### src/rtl/dataload_ctrl_pkg.sv
// Shared types and constants for the dataload sequencer.
//   state_t      : sequencer state encoding (3 bits)
//   LOAD_WEIGHT / LOAD_INPUT : load_type encoding driven to dataload
//   DEF_WORD_W / DEF_INPUT_WORDS : default data width and input fill depth
//   is_wait()    : true for the states that block on a downstream handshake
package dataload_ctrl_pkg;

  localparam int DEF_WORD_W      = 32;
  localparam int DEF_INPUT_WORDS = 8;

  localparam logic LOAD_WEIGHT = 1'b0;
  localparam logic LOAD_INPUT  = 1'b1;

  typedef enum logic [2:0] {
    ST_IDLE    = 3'd0,
    ST_LOAD_I  = 3'd1,
    ST_WAIT_I  = 3'd2,
    ST_LOAD_W  = 3'd3,
    ST_WAIT_W  = 3'd4,
    ST_COMPUTE = 3'd5,
    ST_WAIT_C  = 3'd6,
    ST_DONE    = 3'd7
  } state_t;

  function automatic logic is_wait(input state_t s);
    return (s == ST_WAIT_I) || (s == ST_WAIT_W) || (s == ST_WAIT_C);
  endfunction

endpackage

### src/rtl/dataload_ctrl_wdog.sv
// Watchdog for the sequencer's handshake waits.
// Counts consecutive cycles spent in one wait state; the count restarts on
// any state change. expired is high during the TIMEOUT_CYC-th such cycle, so
// the FSM leaves on the edge that ends it.
// Ports:
//   clk, rst : clock, asynchronous active-high reset
//   state    : current sequencer state
//   expired  : combinational timeout indication
module dataload_ctrl_wdog
  import dataload_ctrl_pkg::*;
#(
  parameter int TIMEOUT_CYC = 1024
) (
  input  logic   clk,
  input  logic   rst,
  input  state_t state,
  output logic   expired
);

  localparam int CW = $clog2(TIMEOUT_CYC + 1);

  logic [CW-1:0] cnt;
  logic [CW-1:0] cnt_eff;
  state_t        last;
  logic          waiting;

  // cnt_eff is the number of earlier cycles already spent in this same state
  always_comb begin
    waiting = is_wait(state);
    cnt_eff = (waiting && (state == last)) ? cnt : '0;
    expired = waiting && (cnt_eff == CW'(TIMEOUT_CYC - 1));
  end

  always_ff @(posedge clk or posedge rst) begin
    if (rst) begin
      cnt  <= '0;
      last <= ST_IDLE;
    end else begin
      last <= state;
      cnt  <= waiting ? cnt_eff + CW'(1) : '0;
    end
  end

endmodule

### src/rtl/dataload_ctrl.sv
// Sequencer in front of dataload: pulls words from an upstream valid/ready
// stream and steers them into dataload, one tile at a time:
//   INPUT_WORDS input loads -> wait input_valid_i ->
//   WEIGHT_WORDS x (one weight load -> wait weight_valid_i & weight_ack_i) ->
//   compute_start_o pulse -> wait compute_done_i
// repeated num_tiles_i times per start command.
// Optional build macro DATALOAD_CTRL_TIMEOUT_EN adds a watchdog on the three
// wait states and a sticky error_o output.
// Ports:
//   clk, rst            : clock, asynchronous active-high reset
//   start_i, num_tiles_i: command (sampled in IDLE only)
//   busy_o, done_o      : command status, done_o is a one-cycle pulse
//   src_*               : upstream valid/ready word stream
//   load_en/type/data_o : registered load interface to dataload
//   input_valid_i, weight_valid_i, weight_ack_i : dataload / consumer status
//   compute_start_o, compute_done_i : per-tile compute handshake
//   tile_cnt_o          : tiles completed in the current command
//   error_o             : watchdog expiry (macro builds only)
module dataload_ctrl
  import dataload_ctrl_pkg::*;
#(
  parameter int WORD_W       = DEF_WORD_W,
  parameter int INPUT_WORDS  = DEF_INPUT_WORDS,
  parameter int WEIGHT_WORDS = 16,
  parameter int TILE_W       = 16
`ifdef DATALOAD_CTRL_TIMEOUT_EN
  , parameter int TIMEOUT_CYC = 1024
`endif
) (
  input  logic              clk,
  input  logic              rst,
  input  logic              start_i,
  input  logic [TILE_W-1:0] num_tiles_i,
  output logic              busy_o,
  output logic              done_o,
  input  logic [WORD_W-1:0] src_data_i,
  input  logic              src_valid_i,
  output logic              src_ready_o,
  output logic              load_en_o,
  output logic              load_type_o,
  output logic [WORD_W-1:0] load_data_o,
  input  logic              input_valid_i,
  input  logic              weight_valid_i,
  input  logic              weight_ack_i,
  output logic              compute_start_o,
  input  logic              compute_done_i,
  output logic [TILE_W-1:0] tile_cnt_o
`ifdef DATALOAD_CTRL_TIMEOUT_EN
  , output logic            error_o
`endif
);

  localparam int IW = $clog2(INPUT_WORDS + 1);
  localparam int WW = $clog2(WEIGHT_WORDS + 1);

  state_t            state;
  logic [IW-1:0]     icnt;
  logic [WW-1:0]     wcnt;
  logic [TILE_W-1:0] num_tiles;
  logic [TILE_W-1:0] tile_nxt;
  logic              accept;
  logic              timeout;

  // LOAD_W accepts a single word and leaves immediately, so no weight is ever
  // outstanding while in LOAD_W; the state alone decides readiness.
  assign src_ready_o = (state == ST_LOAD_I) || (state == ST_LOAD_W);
  assign accept      = src_valid_i && src_ready_o;
  assign tile_nxt    = tile_cnt_o + TILE_W'(1);

`ifdef DATALOAD_CTRL_TIMEOUT_EN
  dataload_ctrl_wdog #(
    .TIMEOUT_CYC(TIMEOUT_CYC)
  ) u_wdog (
    .clk    (clk),
    .rst    (rst),
    .state  (state),
    .expired(timeout)
  );
`else
  assign timeout = 1'b0;
`endif

  always_ff @(posedge clk or posedge rst) begin
    if (rst) begin
      state           <= ST_IDLE;
      busy_o          <= 1'b0;
      done_o          <= 1'b0;
      compute_start_o <= 1'b0;
      tile_cnt_o      <= '0;
      num_tiles       <= '0;
      icnt            <= '0;
      wcnt            <= '0;
      load_en_o       <= 1'b0;
      load_type_o     <= 1'b0;
      load_data_o     <= '0;
`ifdef DATALOAD_CTRL_TIMEOUT_EN
      error_o         <= 1'b0;
`endif
    end else begin
      // pulses default low; load_en_o follows the accept one cycle later
      done_o          <= 1'b0;
      compute_start_o <= 1'b0;
      load_en_o       <= accept;
      if (accept) begin
        load_type_o <= (state == ST_LOAD_I) ? LOAD_INPUT : LOAD_WEIGHT;
        load_data_o <= src_data_i;
      end

      case (state)
        ST_IDLE: begin
          if (start_i) begin
            busy_o     <= 1'b1;
            tile_cnt_o <= '0;
            num_tiles  <= num_tiles_i;
            icnt       <= '0;
`ifdef DATALOAD_CTRL_TIMEOUT_EN
            error_o    <= 1'b0;
`endif
            if (num_tiles_i == '0) begin
              state  <= ST_DONE;
              done_o <= 1'b1;
            end else begin
              state <= ST_LOAD_I;
            end
          end
        end

        ST_LOAD_I: begin
          if (accept) begin
            icnt <= icnt + IW'(1);
            if (icnt == IW'(INPUT_WORDS - 1)) state <= ST_WAIT_I;
          end
        end

        ST_WAIT_I: begin
          if (input_valid_i) begin
            wcnt  <= '0;
            state <= ST_LOAD_W;
          end
        end

        ST_LOAD_W: begin
          if (accept) state <= ST_WAIT_W;
        end

        ST_WAIT_W: begin
          // an ack without a loaded weight is meaningless and dropped
          if (weight_valid_i && weight_ack_i) begin
            wcnt <= wcnt + WW'(1);
            if (wcnt == WW'(WEIGHT_WORDS - 1)) begin
              state           <= ST_COMPUTE;
              compute_start_o <= 1'b1;
            end else begin
              state <= ST_LOAD_W;
            end
          end
        end

        // compute_start_o is high for exactly this state's cycle
        ST_COMPUTE: state <= ST_WAIT_C;

        ST_WAIT_C: begin
          if (compute_done_i) begin
            tile_cnt_o <= tile_nxt;
            if (tile_nxt == num_tiles) begin
              state  <= ST_DONE;
              done_o <= 1'b1;
            end else begin
              icnt  <= '0;
              state <= ST_LOAD_I;
            end
          end
        end

        // done_o is high during this state; busy_o drops on leaving it
        ST_DONE: begin
          busy_o <= 1'b0;
          state  <= ST_IDLE;
        end

        default: state <= ST_IDLE;
      endcase

`ifdef DATALOAD_CTRL_TIMEOUT_EN
      // a stuck wait abandons the command and reports it
      if (timeout) begin
        state   <= ST_IDLE;
        busy_o  <= 1'b0;
        done_o  <= 1'b1;
        error_o <= 1'b1;
      end
`endif
    end
  end

endmodule

### config.mk
export PLATFORM = sky130hd
export DESIGN_NAME = dataload_ctrl
export DESIGN_NICKNAME = d
export VERILOG_FILES = /design/src/rtl/dataload_ctrl_pkg.sv /design/src/rtl/dataload_ctrl_wdog.sv /design/src/rtl/dataload_ctrl.sv
export SDC_FILE = /design/constraint.sdc
export NUM_CORES = 1
export LEC_CHECK = 0
export CORE_MARGIN = 2
export CORE_UTILIZATION = 50
export DETAILED_ROUTE_END_ITERATION = 8
export PLACE_DENSITY = 0.88
export SLEW_MARGIN = 10
export SYNTH_ARGS = -nofsm -noshare
export SYNTH_HDL_FRONTEND = slang
export SYNTH_SLANG_ARGS = --single-unit
### constraint.sdc
create_clock -name clk -period 3.9 [get_ports clk]
set_clock_uncertainty 0.05 [all_clocks]
set_input_delay 0.585 -clock clk [delete_from_list [all_inputs] [get_ports clk]]
set_output_delay 0.585 -clock clk [all_outputs]
set_load 0.05 [all_outputs]
After elaboration in Yosys (flattened, before gate mapping)
Index checks and enable logic that the tools add are counted.

cells by class
  add/sub/neg operators = 3
  equal/unequal tests = 18
  multiplexer cells = 33
  reduce and logical (&&, ||, !) cells = 15

operator list
  cell                                                              number
  16-bit two-way mux                                                2
  16-bit one-hot mux with 2 select lines                            1
  3-bit two-way mux                                                 10
  3-bit one-hot mux with 8 select lines                             1
  16-bit by 1-bit adder with 16-bit output (second input constant)  1
  16-bit == test                                                    1
  16-bit zero test                                                  1
  4-bit two-way mux                                                 4
  2-bit inequality test (second input constant)                     7
  3-bit == test (second input constant)                             4
  4-bit one-hot mux with 3 select lines                             1
  5-bit two-way mux                                                 2
  5-bit one-hot mux with 2 select lines                             1
  1-bit two-way mux                                                 9
  7-bit AND reduction                                               1
  3-bit by 2-bit == test with 1-bit output (second input constant)  2
  3-bit AND reduction                                               2
  2-bit nonzero test                                                3
  5-bit by 1-bit adder with 5-bit output (second input constant)    1
  5-bit by 4-bit == test with 1-bit output (second input constant)  1
  5-bit AND reduction                                               1
  4-bit by 1-bit adder with 4-bit output (second input constant)    1
  4-bit by 3-bit == test with 1-bit output (second input constant)  1
  1-bit one-hot mux with 2 select lines                             2
  7 further kinds                                                   9

word-level totals
  register bits after elaboration = 81
  word-level logic and storage cells = 80

Logic depth before layout (Yosys ltp)
Gate-level depths: netlist of run 1.

  depth in word-level cells = 5
  depth in mapped cells = 8

Worst setup path before layout of run 1
OpenSTA, ideal clock, no wires.

  kind = register -> register
  start point = register tile_cnt_o[0]
  end point = register state[1]
  library setup time = 0.087 ns
  data arrival time = 2.220 ns
  required time = 3.763 ns
  slack = 1.544 ns
  stages on the path, launching flop included = 9
  path through = dfrtp_1 -> ha_1 -> and3_1 -> buf_4 -> a31o_2 -> o2111ai_1 -> nor4_4 -> nand2_2 -> o211ai_1

between the ends
  word-level cells in the longest chain between the ends = 5

ends and longest elaborated chain
  what                                      RTL line              text
  start: declaration                        dataload_ctrl.sv:47   output logic [TILE_W-1:0] tile_cnt_o
  start signal: assignment                  dataload_ctrl.sv:164  tile_cnt_o <= tile_nxt;
  16-bit by 1-bit adder with 16-bit output  dataload_ctrl.sv:68   assign tile_nxt = tile_cnt_o + TILE_W'(1);
  16-bit == test                            dataload_ctrl.sv:165  if (tile_nxt == num_tiles) begin
  3-bit two-way mux                         dataload_ctrl.sv:165
  3-bit two-way mux                         dataload_ctrl.sv:163  if (compute_done_i) begin
  3-bit one-hot mux with 8 select lines     dataload_ctrl.sv:109  case (state)
  end signal: assignment                    dataload_ctrl.sv:160  ST_COMPUTE: state <= ST_WAIT_C;
  end signal: assignment                    dataload_ctrl.sv:166  state <= ST_DONE;
  end signal: assignment                    dataload_ctrl.sv:170  state <= ST_LOAD_I;
  end: declaration                          dataload_ctrl.sv:56   state_t state;

No other way between the ends. The select of a mux whose other input is x is not followed.
A chain may end at the register's enable or synchronous reset.

Final worst setup path of run 1
  start point = register state[2]
  end point = output port src_ready_o

between the ends
  word-level cells in the longest chain between the ends = 2

ends and longest elaborated chain
  what                                                                                                  RTL line              text
  start signal: assignment                                                                              dataload_ctrl.sv:85   state <= ST_IDLE;
  start signal: assignment                                                                              dataload_ctrl.sv:120  state <= ST_DONE;
  start signal: assignment                                                                              dataload_ctrl.sv:123  state <= ST_LOAD_I;
  3-bit by 1-bit == test with 1-bit output or 3-bit by 2-bit == test with 1-bit output (tied branches)  dataload_ctrl.sv:66   assign src_ready_o = (state == ST_LOAD_I) || (state == ST_LOAD_W);
  1-bit logical OR *                                                                                    dataload_ctrl.sv:66
  end: declaration                                                                                      dataload_ctrl.sv:38   output logic src_ready_o,

Every way passes the cells marked *; elsewhere a longest branch is shown, timed or not.

==> results of run 1 <==
==> worst max-delay path, cell delays in order, from the launching register on <==
cell and delay (ns):
dfrtp_1 0.55, nor2b_1 0.26, clkdlybuf4s50_1 0.85
==> area by class of cell <==
| type | instances | area (um2) | share of cell area (%) |
|---|---|---|---|
| Timing Repair Buffer | 114 | 1130 | 20.9 |
| Multi-Input combinational cell | 256 | 1920 | 35.6 |
| Sequential cell | 81 | 2030 | 37.6 |
| Tap cell | 102 | 128 | 2.36 |
| Inverter | 8 | 30.0 | 0.556 |
| Clock inverter | 4 | 20.0 | 0.371 |
| Clock buffer | 11 | 141 | 2.62 |
==> per-stage QoR <==
step	setup WS, ns	hold slack, ns	total power (W)
6_report	1.25	0.447	0.00401
5_1_grt	1.15	0.472	0.00422
4_1_cts	1.23	0.457	0.00404
3_5_place_dp	1.23	0.426	0.00350
3_3_place_gp	1.33	0.410	0.00343
2_1_floorplan	1.18	0.399	0.00284
==> cells in the mapped netlist, drive strengths merged, types with 2 or more instances <==
library cell | number | area share [%]
nand2b | 3 | 0.46
a2bb2oi | 2 | 0.43
nor2b | 4 | 0.62
clkbuf | 9 | 0.83
xnor3 | 2 | 1.1
nand4 | 6 | 1.6
ha | 4 | 1.2
inv | 8 | 0.74
buf | 8 | 1.1
nor2 | 23 | 2.1
o21bai | 2 | 0.37
a21oi | 9 | 1.1
xor2 | 10 | 2.2
mux2 | 49 | 14
a31oi | 5 | 0.77
dfrtp | 81 | 50
nor3 | 9 | 1.4
and4 | 2 | 0.43
nand2 | 29 | 2.7
a21o | 2 | 0.37
xnor2 | 11 | 2.4
nand3 | 11 | 1.6
o211ai | 2 | 0.37
nor4 | 6 | 1.7
o22ai | 2 | 0.31
and3 | 8 | 1.2
a22o | 2 | 0.43
or3 | 2 | 0.31
o21ai | 33 | 4.1
o31ai | 6 | 1.1
==> cells by family (layout without fill, tap and decap cells) <==
kind of cell,Yosys count,after routing,share of synthesized area (%)
xor+xnor,24,24,6.23
buf+inv,25,137,2.68
mux,50,50,13.8
fa+ha+maj,4,4,1.23
compound gates,73,73,11.5
simple gates,105,105,14.5
flops,81,81,50.0
==> worst min path at each step <==
| stage | end | depth (start not counted) | slack, ns | from |
|---|---|---|---|---|
| finish | load_type_o | 1 | 0.45 | load_type_o |
| global route | load_data_o[10] | 1 | 0.47 | load_data_o[10] |
| CTS | load_type_o | 1 | 0.46 | load_type_o |
| detailed placement | load_type_o | 1 | 0.43 | load_type_o |
| global placement | wcnt[4] | 2 | 0.41 | wcnt[4] |
| floorplan | wcnt[4] | 2 | 0.40 | wcnt[4] |
==> layout by cell type (no fill, tap or decap), types with 5 or more instances in the layout <==
master / Yosys / final
a21oi_1: 9 / 9
xnor2_1: 11 / 11
nand3_1: 9 / 9
xor2_1: 10 / 10
buf_4: 3 / 5
o21ai_1: 7 / 7
and3_1: 8 / 8
dfrtp_1: 81 / 81
mux2_2: 49 / 49
o31ai_1: 6 / 6
nand2_1: 28 / 28
o21ai_0: 26 / 26
clkbuf_8: 0 / 10
nor3_1: 7 / 7
clkdlybuf4s50_1: 0 / 109
inv_1: 8 / 7
a31oi_1: 5 / 5
nor2_1: 23 / 23
==> power groups by stage <==
stage | clock network, W | registers, W | logic [W]
floorplan | 0 | 0.00201 | 0.000824
global placement | 0 | 0.00139 | 0.00204
detailed placement | 0 | 0.00141 | 0.00209
CTS | 0.000546 | 0.00139 | 0.00210
global route | 0.000572 | 0.00144 | 0.00221
finish | 0.000532 | 0.00139 | 0.00208
==> state kept, by name, indices dropped and copies added (netlist names) <==
signal / count
load_data_o: 32
num_tiles: 16
tile_cnt_o: 16
wcnt: 5
icnt: 4
state: 3
busy_o: 1
compute_start_o: 1
done_o: 1
load_en_o: 1
load_type_o: 1
==> metal layers <==
| metal | vias to the layer above | GRT usage (%) |
|---|---|---|
| li1 | 1524 | - |
| met1 | 1572 | 28.7 |
| met2 | 141 | 37.1 |
| met3 | 17 | 7.54 |
| met4 | 0 | 9.78 |
| met5 | - | 0 |
==> impl_results.md, run 1 <==
- Clk sinks: 81
- Synth Instances: 362
- Unrepaired setup endpoints after global routing: false
- Standby leakage power: 2.26 nW
- Setup Viol. Count Final: 0
- Worst Path Arrival: 2.01 ns
- Remaining DRCs: 0
- Non-Filler Instances: 576
- Peak supply drop: 0.000660 V
- CTS tree: built
- Worst path required time: 3.26 ns
- Synth warn: 0
- Number of global-route vias before repair: 3242
- RR Startpoint: tile_cnt_o[0]
- P&R area growth vs syn: 33.0%
- FFs w/ async S/R, synth: 100%
- Tot GR Track Use: 23.1%
- Setup CP Type: reg2out
- Crit path launch: state[2]
- Port Buffers: 109
- Setup tns final: 0 ns
- Fmax: 0.378 GHz
- Status: complete, no violations
- Placed Area: 0.00524 mm2
- Register share of total power: 34.8%
- Sw frac: 43.8%
- Final #Nets: 530
- Max Cap Violations: 0
- PwrDens: 743 mW/mm2
- Crit path launch type: register
- DR iter-0 viols: 121
- Metal-1 WL: 3920 um
- R2R Setup Slk: 1.44 ns
- Hold Path Class: reg2reg
- First-pass DRT Iterations: 4
- Reg2reg path depth: 7
- Post-synthesis sequential area ratio: 50.0%
- Clk slew on worst S/H paths: 0.08 ns
- Postcts setup bufs: 0
- Post-Syn Nets: 422
- Clock buffer depth: 2
- HPWL after DPL: 7150 um
- Routed Antenna Nets: 0
- Int Pwr: 0.00225 W
- Post-synth EDFFs: 0
- Diode count: 0
- Num rows: 32
- Crit Path Max Fanout: 15
- Average size of a mapped cell: 11.2 um2
- First-pass GRT wire length: 15900 um
- Final hold vios: 0
- Initial antenna violation count: 0
- Combinational Power Share: 52.0%
- RD Place Congestion: 0.888
- Worst slew margin: 36.5%
- Initial Utilization: 52.0%
- Clock network fraction of total power: 13.3%
- DR top layer: met4
- Vias: 3254
- Crit share post-route: 67.9%
- Routed met2 length: 4640 um
- TritonCTS Buffers: 9
- Netlist Area Pre-Place: 0.00406 mm2
- Latest clock arrival within the worst-skew pair: 0.35 ns
- Actual slew at the worst max-slew pin: 0.948 ns
- Fin crit period: 2.65 ns
- Worst Setup EP: src_ready_o
- Count of pins over their slew limit: 0
- CORE AREA: 0.00781 mm2
- Htree depth: 3
- Worst flop-to-flop path endpoint: icnt[0]
- Die Width: 94.1 um
- Largest net degree at the start of global routing: 36
- Hold-fix buffers at CTS: 0
- WL met3: 875 um
- Gr ovfl total: 0
- Synth unique cells: 51
- Die area: 0.00885 mm2
- Final Cell Area: 0.00540 mm2
- Share of cells above drive strength 1: 17.1%
- Crit. End Element: output port
- Yosys reg bits: 81
- Detailed-route wire length per cell: 16.7 um
- Main flop type after synthesis: dfrtp_1
- Placed cells: 561
- Via/cell ratio: 5.65
- Fillers: 612
- Resized Gates After CTS: 0
- Final core utilization: 69.1%
- I/O pins: 110
- Root buffer cell: clkbuf_8
- Net Switching: 0.00176 W
- DRT Wirelength: 9630 um
- Die Y: 94.1 um
Power figures use the tool's default switching activity.
==> inputs of run 2 (changes only) <==
Settings changed: CORE_UTILIZATION 50 to 49, PLACE_DENSITY 0.88 to 0.87.
Clock period 3.9 ns to 2.65 ns, I/O delays scaled along.
==> run 2 against run 1 <==
Largest power group unchanged. Setup slack lost 1.1 ns. Register-to-register slack lost 1.2 ns. Critical path type unchanged. Critical endpoint unchanged. Global-route usage is 0.14 points lower. Worst hold slack worse by 0.11 ns. Wire length increased by 1.8%. First-iteration DRC count grew 60%. Final cell count is 0.69% higher. Non-clock buffer count stayed put.
==> impl_results.md, run 2 (synthesis results as in run 1) <==
- Max Cap Violations: 0 (unchanged)
- Peak supply drop: 0.000762 V (was 0.000660 V)
- Crit path launch type: register (unchanged)
- Unrepaired setup endpoints after global routing: false (unchanged)
- Tot GR Track Use: 23.0% (was 23.1%)
- Remaining DRCs: 0 (unchanged)
- Crit. End Element: output port (unchanged)
- Largest net degree at the start of global routing: 34 (was 36)
- Postcts setup bufs: 0 (unchanged)
- Hold-fix buffers at CTS: 0 (unchanged)
- RD Place Congestion: 0.882 (was 0.888)
- Fmax: 0.400 GHz
- Most common cell after layout, fill and taps aside: clkdlybuf4s50_1 (unchanged)
- TritonCTS Buffers: 9 (unchanged)
- Count of pins over their slew limit: 0 (unchanged)
- Root buffer cell: clkbuf_8 (unchanged)
- Crit Path Max Fanout: 15 (unchanged)
- Status: complete, no violations (unchanged)
- Share of cells above drive strength 1: 17.5% (was 17.1%)
- HPWL after DPL: 7130 um (was 7150 um)
- Fillers: 635 (was 612)
- Diode count: 0 (unchanged)
- Clk sinks: 81 (unchanged)
- CORE AREA: 0.00813 mm2 (was 0.00781 mm2)
- RR Startpoint: tile_cnt_o[0] (unchanged)
- Setup Viol. Count Final: 0 (unchanged)
- Standby leakage power: 2.27 nW (was 2.26 nW)
- Number of global-route vias before repair: 3424 (was 3242)
- Worst slew margin: 38.3% (was 36.5%)
- Hold Path Class: in2async (was reg2reg)
- Setup CP Type: reg2out (unchanged)
- Routed Antenna Nets: 0 (unchanged)
- Vias: 3315 (was 3254)
- Setup ws final: 0.150 ns (was 1.25 ns)
- P&R area growth vs syn: 34.4% (was 33.0%)
- Final #Nets: 530 (unchanged)
- Die Y: 95 um (was 94.1 um)
- Worst path required time: 2.20 ns (was 3.26 ns)
- Worst slack at placement: 0.283 ns (was 1.23 ns)
- Resized Gates After CTS: 0 (unchanged)
- Die area: 0.00903 mm2 (was 0.00885 mm2)
- Crit share post-route: 94.3%
- First-pass DRT Iterations: 5 (was 4)
- Biggest regs: load_data_o (32), num_tiles (16), tile_cnt_o (16) (unchanged)
- Clock buffer depth: 2 (unchanged)
- Htree depth: 3 (unchanged)
- Clk slew on worst S/H paths: 0.09 ns (was 0.08 ns)
- I/O pins: 110 (unchanged)
- Placed cells: 564 (was 561)
- Final hold vios: 0 (unchanged)
- First-pass GRT wire length: 16000 um (was 15900 um)
- PwrDens: 1110 mW/mm2 (was 743 mW/mm2)
- DR iter-0 viols: 194 (was 121)
- Setup tns final: 0 ns (unchanged)
- Detailed-route wire length per cell: 16.9 um (was 16.7 um)
- DRT Wirelength: 9800 um (was 9630 um)
- Largest Register: load_data_o (unchanged)
- Num rows: 33 (was 32)
- Worst Path Arrival: 2.05 ns (was 2.01 ns)
- Via/cell ratio: 5.72 (was 5.65)
- Gr ovfl total: 0 (unchanged)
- CTS tree: built (unchanged)
- Max reg flops: 32 (unchanged)
- Port Buffers: 109 (unchanged)
- Crit path launch: state[2] (unchanged)
- Initial antenna violation count: 0 (unchanged)
- Latest clock arrival within the worst-skew pair: 0.36 ns (was 0.35 ns)
- Commonest cells after routing, fill and taps aside: 109 x clkdlybuf4s50_1, 81 x dfrtp_1, 49 x mux2_2 (unchanged)
- Die Width: 95 um (was 94.1 um)
- Non-Filler Instances: 580 (was 576)
- Actual slew at the worst max-slew pin: 0.923 ns (was 0.948 ns)
- Fin crit period: 2.50 ns
- Initial Utilization: 49.9% (was 52.0%)
==> run 2: cell type report <==
class	instances	area (um2)	share of cell area, %
sequential	81	2030	37.2
tap	105	131	2.41
timing repair buffer	114	1140	20.9
clock buffer	9	124	2.27
multi-input combinational	256	1920	35.2
inverter	8	30.0	0.551
clock inverter	7	77.6	1.42
==> run 2: power breakdown <==
group,leakage [nW],internal [W],switching [W],total [W]
Clock,0.0885,0.000441,0.000488,0.000930
Sequential,1.01,0.00169,0.000354,0.00205
Combinational,1.17,0.00127,0.00182,0.00309
Total,2.27,0.00340,0.00267,0.00607
==> run 2: critical path, cell delays in order (launching register included) <==
cell and delay, ns:
dfrtp_1 0.54, nor2b_1 0.28, clkdlybuf4s50_1 0.87
==> run 2: stage by stage <==
step / cell area (um2) / total power, W / util, % / hold slack [ns]
finish: 5450 / 0.00607 / 67.0 / 0.333
global route: 5450 / 0.00638 / 67.0 / 0.367
CTS: 5450 / 0.00611 / 67.0 / 0.338
detailed placement: 5250 / 0.00516 / 64.6 / 0.416
global placement: 5250 / 0.00508 / 64.6 / 0.410
floorplan: 4060 / 0.00417 / - / 0.399
==> run 2: path summary, 6_finish.rpt <==
path	end	slack [ns]	depth (start not counted)
worst max-delay path	src_ready_o	0.15	2
worst min-delay path	load_data_o[28]	0.33	2
worst max register to register	state[2]	0.26	7
worst min register to register	wcnt[4]	0.43	2
max in group asynchronous	icnt[3]	1.47	3
min in group clk	wcnt[4]	0.43	2
==> run 2: metal layers <==
layer  GRT usage [%]  up-vias  routed length (um)
li1                -     1519                   -
met1            27.7     1603                3830
met2            38.4      162                4890
met3            7.66       31                 859
met4            8.45        0                 222
met5               0        -                   0
==> edit 1: new RTL, flow settings as in run 2 <==
Re-encode `state_t` (8 states) as one-hot, 8 bits wide.
--- a/src/rtl/dataload_ctrl_pkg.sv
+++ b/src/rtl/dataload_ctrl_pkg.sv
@@ -12,13 +12,13 @@
   localparam logic LOAD_INPUT  = 1'b1;
 
-  typedef enum logic [2:0] {
-    ST_IDLE    = 3'd0,
-    ST_LOAD_I  = 3'd1,
-    ST_WAIT_I  = 3'd2,
-    ST_LOAD_W  = 3'd3,
-    ST_WAIT_W  = 3'd4,
-    ST_COMPUTE = 3'd5,
-    ST_WAIT_C  = 3'd6,
-    ST_DONE    = 3'd7
+  typedef enum logic [7:0] {
+    ST_IDLE    = 8'b00000001,
+    ST_LOAD_I  = 8'b00000010,
+    ST_WAIT_I  = 8'b00000100,
+    ST_LOAD_W  = 8'b00001000,
+    ST_WAIT_W  = 8'b00010000,
+    ST_COMPUTE = 8'b00100000,
+    ST_WAIT_C  = 8'b01000000,
+    ST_DONE    = 8'b10000000
   } state_t;
 
Function: same outputs for any inputs over 10 cycles, from zero or initial values and one cycle with rst high; not proved beyond that.
==> edit 1 against run 2 <==
Sequential cell count up 5; final area up 8.5%; non-clock buffer count up 24; sequential power up 3%; routed wire length up 15%; sequential share of layout area down 0.68 points; setup slack worse by 0.031 ns; global-route usage up 0.72 points; area after synthesis up 6.4%; total power up 1.2%; clock power up 3.4%; largest power group unchanged; highest routed layer unchanged.
==> edit 1: results (changes against run 2) <==
\begin{tabular}{lr}
\hline
Metric & Value \\
\hline
\multicolumn{2}{l}{\textbf{Run status}} \\
\quad Result of the run & complete, no violations \\
\multicolumn{2}{l}{\textbf{CTS}} \\
\quad Number of levels the H-tree was split into & 3 (unchanged) \\
\quad Post-CTS Setup Repair Bufs & 0 (unchanged) \\
\quad Clock-pin slew on the worst setup and hold paths & about 0.1 ns \\
\multicolumn{2}{l}{\textbf{Synth}} \\
\quad Instance count of the mapped netlist & 397 (+9.7\%) \\
\quad Number of different library cells in the post-synthesis netlist & 55 (+7.8\%) \\
\quad Commonest cells post-synth & sky130\_fd\_sc\_hd\_\_dfrtp\_1, sky130\_fd\_sc\_hd\_\_mux2\_2, sky130\_fd\_sc\_hd\_\_nand2\_1 \\
\quad Sequential area share after synthesis & 49.9\% (-0.099 points) \\
\quad Dominant cells by area after synthesis & sky130\_fd\_sc\_hd\_\_dfrtp\_1, sky130\_fd\_sc\_hd\_\_mux2\_2, sky130\_fd\_sc\_hd\_\_o21ai\_0 \\
\quad Number of warnings reported in the yosys synthesis log & 0 (unchanged) \\
\quad Syn Nets & 457 (+8.3\%) \\
\multicolumn{2}{l}{\textbf{Power and ir drop}} \\
\quad Leakage power & 2.45 nW (+8.0\%) \\
\quad Maximum VDD drop & 0.000797 V (+4.5\%) \\
\multicolumn{2}{l}{\textbf{Placement}} \\
\quad Post-Place Worst Slack & 0.0838 ns (-0.199 ns) \\
\quad Placed standard-cell area & 5700 sq um (+8.6\%) \\
\quad Sum of net half-perimeters after detailed placement & 8500 microns (+19\%) \\
\quad Routability-driven placement congestion ratio & 0.946 (+7.3\%) \\
\quad Placed Instances & 627 (+11\%) \\
\multicolumn{2}{l}{\textbf{Global route}} \\
\quad Largest net degree at the start of global routing & 41 (+21\%) \\
\quad Total global routing track utilization & 23.7\% (+0.72 points) \\
\quad Global-route wire length before repair & 18,300 microns (+14\%) \\
\quad Via count of the first global-routing pass & 3,787 (+11\%) \\
\multicolumn{2}{l}{\textbf{Setup path}} \\
\quad Maximum fanout encountered on the critical timing path & 7 (-8) \\
\quad CP max-delay cell & sky130\_fd\_sc\_hd\_\_a2111o\_1 \\
\quad Worst path arrival time & 2.73 ns (+0.68 ns) \\
\quad Largest stage delay on the critical path & 0.45 ns (-0.42 ns) \\
\multicolumn{2}{l}{\textbf{Final layout}} \\
\quad Final nets & 590 (+11\%) \\
\quad Fraction of layout cells with a size suffix above 1 & 20.9\% (+3.5 points) \\
\quad FILL cells & 639 (+0.63\%) \\
\multicolumn{2}{l}{\textbf{Routing}} \\
\quad WL final & 11,200 microns (+15\%) \\
\quad WL per Instance & 17.5 microns (+3.4\%) \\
\quad Via count & 3,715 (+12\%) \\
\quad DRT Pass-1 Iters & 4 (-1) \\
\quad Starting DRT DRC Count & 191 (-1.5\%) \\
\multicolumn{2}{l}{\textbf{STA}} \\
\quad Endpoints failing setup & 0 (unchanged) \\
\quad Transition time at the pin with the least slew margin & 0.552 ns (-0.371 ns) \\
\multicolumn{2}{l}{\textbf{Hold path}} \\
\quad Class of the most critical hold timing path & in -> async \\
\hline
\end{tabular}
[edit 1: worst max-delay path, delay by kind of cell, from the launching register on]
| kind | cells | cell delay [ns] |
|---|---|---|
| and+or+nand+nor | 3 | 0.95 |
| AOI/OAI and AO/OA | 3 | 0.62 |
| DFF | 1 | 0.38 |
| muxes | 1 | 0.26 |
| xor gates and xnor gates | 1 | 0.16 |
[edit 1: report_power, final]
| part | switching, mW | total [mW] | internal, mW |
|---|---|---|---|
| combinational | 1.81 | 3.07 | 1.26 |
| sequential | 0.345 | 2.11 | 1.76 |
| clock | 0.513 | 0.962 | 0.449 |
[edit 1: final timing paths]
path                               start         endpoint  slack [ns]  depth (start not counted)
max                        tile_cnt_o[5]         state[1]        0.12                          8
min                                  rst  load_data_o[13]        0.40                          2
max reg2reg                tile_cnt_o[5]         state[1]        0.12                          8
min reg2reg                      wcnt[4]          wcnt[4]        0.44                          2
max in group asynchronous            rst         state[0]        1.42                          3
min in group clk                 wcnt[4]          wcnt[4]        0.44                          2
[edit 1: routing by layer]
metal / up-vias / track usage, % / share of wire, %
met5: - / 0 / 0
li1: 1738 / - / -
met4: 0 / 8.55 / 2.7
met3: 28 / 5.08 / 5.7
met1: 1799 / 30.4 / 42
met2: 150 / 39.8 / 50
[edit 1: final cells by class]
class	instances	area (sq um)	area share, %
flip-flops and latches	86	2160	36.5
multi-input cells	283	2050	34.6
repair buffers	138	1320	22.3
well taps	108	135	2.28
clock buffers	9	124	2.09
clock inverters	7	82.6	1.40
inverters	12	48.8	0.825
[edit 1: logic make-up after synthesis]
logic type               synth area share [%]
buffers and inverters                    2.93
flip-flops                               49.9
AO/OA/AOI/OAI                            12.3
AND/OR/NAND/NOR                          16.3
XOR/XNOR                                 4.06
multiplexers                             13.3
adder cells (fa/ha/maj)                  1.16
==> edit 2: new RTL, settings of run 2 <==
Without the edit above. Change the parameter `TILE_W` from 16 to 14.
--- a/src/rtl/dataload_ctrl.sv
+++ b/src/rtl/dataload_ctrl.sv
@@ -23,5 +23,5 @@
   parameter int INPUT_WORDS  = DEF_INPUT_WORDS,
   parameter int WEIGHT_WORDS = 16,
-  parameter int TILE_W       = 16
+  parameter int TILE_W       = 14
 `ifdef DATALOAD_CTRL_TIMEOUT_EN
   , parameter int TIMEOUT_CYC = 1024
Ports: changed (resized num_tiles_i and tile_cnt_o); port bits go from 110 to 106. No check against the original RTL was run, so the function may have changed too.
==> edit 2 against run 2 <==
Core utilization grew 2.2 points; via count grew 2.7%; critical path depth grew 5; non-clock buffer count grew 6; total power grew 4.6%; final area shrank 1.4%; fmax shrank 0.96%; setup slack lost 0.024 ns; area after synthesis shrank 2.8%; combinational power grew 8.4%; routed wire length grew 5.4%; critical endpoint is now state[2]; sequential cell count shrank 4.
==> edit 2: results (changes against run 2) <==
\begin{tabular}{lr}
\hline
Metric & Value \\
\hline
\multicolumn{2}{l}{\textbf{CTS}} \\
\quad Number of CTS-inserted buffers & 9 (unchanged) \\
\multicolumn{2}{l}{\textbf{Synth}} \\
\quad Commonest cells post-synth & sky130\_fd\_sc\_hd\_\_dfrtp\_1, sky130\_fd\_sc\_hd\_\_mux2\_2, sky130\_fd\_sc\_hd\_\_nand2\_1 \\
\quad Sequential area share after synthesis & 48.9\% (-1.1 points) \\
\quad Syn Nets & 429 (+1.7\%) \\
\quad Mean area per synthesized cell & 10.6 sq um (-5.2\%) \\
\multicolumn{2}{l}{\textbf{Final layout}} \\
\quad Fraction of layout cells with a size suffix above 1 & 19.5\% (+2.0 points) \\
\quad Filler-free cell count of the finished design & 589 (+1.6\%) \\
\multicolumn{2}{l}{\textbf{Global route}} \\
\quad Via count of the first global-routing pass & 3,403 (-0.61\%) \\
\quad Total global routing track utilization & 24.9\% (+1.9 points) \\
\quad Global-route wire length before repair & 16,900 microns (+5.3\%) \\
\multicolumn{2}{l}{\textbf{Setup path}} \\
\quad Largest stage delay on the critical path & 0.56 ns (-0.31 ns) \\
\quad CP max-delay cell & sky130\_fd\_sc\_hd\_\_dfrtp\_1 \\
\quad Worst path arrival time & 2.78 ns (+0.73 ns) \\
\quad Crit Reg-Reg Startpoint & tile\_cnt\_o[4] \\
\multicolumn{2}{l}{\textbf{Routing}} \\
\quad Starting DRT DRC Count & 234 (+21\%) \\
\quad Ratio of routed vias to standard cells & 5.78 (+1.1\%) \\
\quad WL per Instance & 17.5 microns (+3.8\%) \\
\multicolumn{2}{l}{\textbf{Placement}} \\
\quad Post-Place Worst Slack & 0.174 ns (-0.109 ns) \\
\quad Routability-driven placement congestion ratio & 0.885 (+0.36\%) \\
\quad Placed Instances & 573 (+1.6\%) \\
\quad Count of buffers from port buffering & 105 (-3.7\%) \\
\quad Sum of net half-perimeters after detailed placement & 7390 microns (+3.6\%) \\
\quad Placed standard-cell area & 5150 sq um (-1.9\%) \\
\multicolumn{2}{l}{\textbf{Power and ir drop}} \\
\quad Maximum VDD drop & 0.000828 V (+8.6\%) \\
\quad Pint & 3.48 mW (+2.4\%) \\
\multicolumn{2}{l}{\textbf{Run status}} \\
\quad Result of the run & complete, no violations \\
\multicolumn{2}{l}{\textbf{STA}} \\
\quad WHS & 0.406 ns (+0.0727 ns) \\
\hline
\end{tabular}
==> edit 2: cell types whose count changed in the layout (fill, tap and decap cells not counted), moves of 5 or more <==
cell,run 2,this run
sky130_fd_sc_hd__o21ai_0,26,31
sky130_fd_sc_hd__dfrtp_1,81,75
sky130_fd_sc_hd__buf_4,4,14
sky130_fd_sc_hd__and3_1,8,2
sky130_fd_sc_hd__nand2_1,28,35
==> edit 2: final cells by class <==
| cell class | instances | area, sq um |
|---|---|---|
| clock buffer | 10 | 138 |
| multi-input combinational | 265 | 1900 |
| clock inverter | 6 | 71.3 |
| sequential | 77 | 1930 |
| inverter | 9 | 33.8 |
| timing repair buffer | 120 | 1180 |
| fill | 578 | 2390 |
| tap | 102 | 128 |
==> edit 2: worst max-delay path, delay by kind of cell (launching register included) <==
family             cells  cell delay, ns
and+or+nand+nor        4            1.00
AOI/OAI and AO/OA      2            0.73
DFF                    1            0.56
muxes                  1            0.12
==> edit 2: how the worst max path moves through the flow <==
stage / start / end / slack [ns]
finish: tile_cnt_o[4] / state[2] / 0.13
CTS: tile_cnt_o[3] / state[2] / 0.09
detailed placement: tile_cnt_o[3] / state[2] / 0.17
global placement: tile_cnt_o[1] / state[2] / 0.29
floorplan: tile_cnt_o[0] / state[2] / 0.05
global route: tile_cnt_o[3] / state[2] / -0.0004
==> edit 2: power groups by stage <==
stage	clock (mW)	combinational [mW]	sequential [mW]
finish	0.931	3.35	2.07
global route	1.00	3.55	2.14
CTS	0.949	3.35	2.06
detailed placement	0	3.33	2.08
global placement	0	3.25	2.03
floorplan	0	1.33	2.96
==> edit 2: kinds of logic (layout without fill, tap and decap cells) <==
kind of cell | count (synthesis) | count (layout) | share of synthesized area, %
AND/OR/NAND/NOR | 115 | 115 | 15.7
AO/OA/AOI/OAI | 79 | 79 | 12.9
flip-flops | 77 | 77 | 48.9
multiplexers | 49 | 49 | 13.9
buffers and inverters | 29 | 145 | 3.33
XOR/XNOR | 18 | 18 | 4.00
adder cells (fa/ha/maj) | 4 | 4 | 1.27
==> edit 2: per-layer routing <==
metal	vias up	track usage, %	part of all wire, %
met1	1651	32.2	39
li1	1562	-	-
met2	165	39.8	50
met4	0	11.8	3.1
met3	27	5.46	7.4
met5	-	0	0
==> edit 2: repair_timing <==
item / CTS / global route
gates resized for setup: 0 / 3
hold endpoints to repair: 0 / 0
endpoints found under the setup margin: 0 / 7
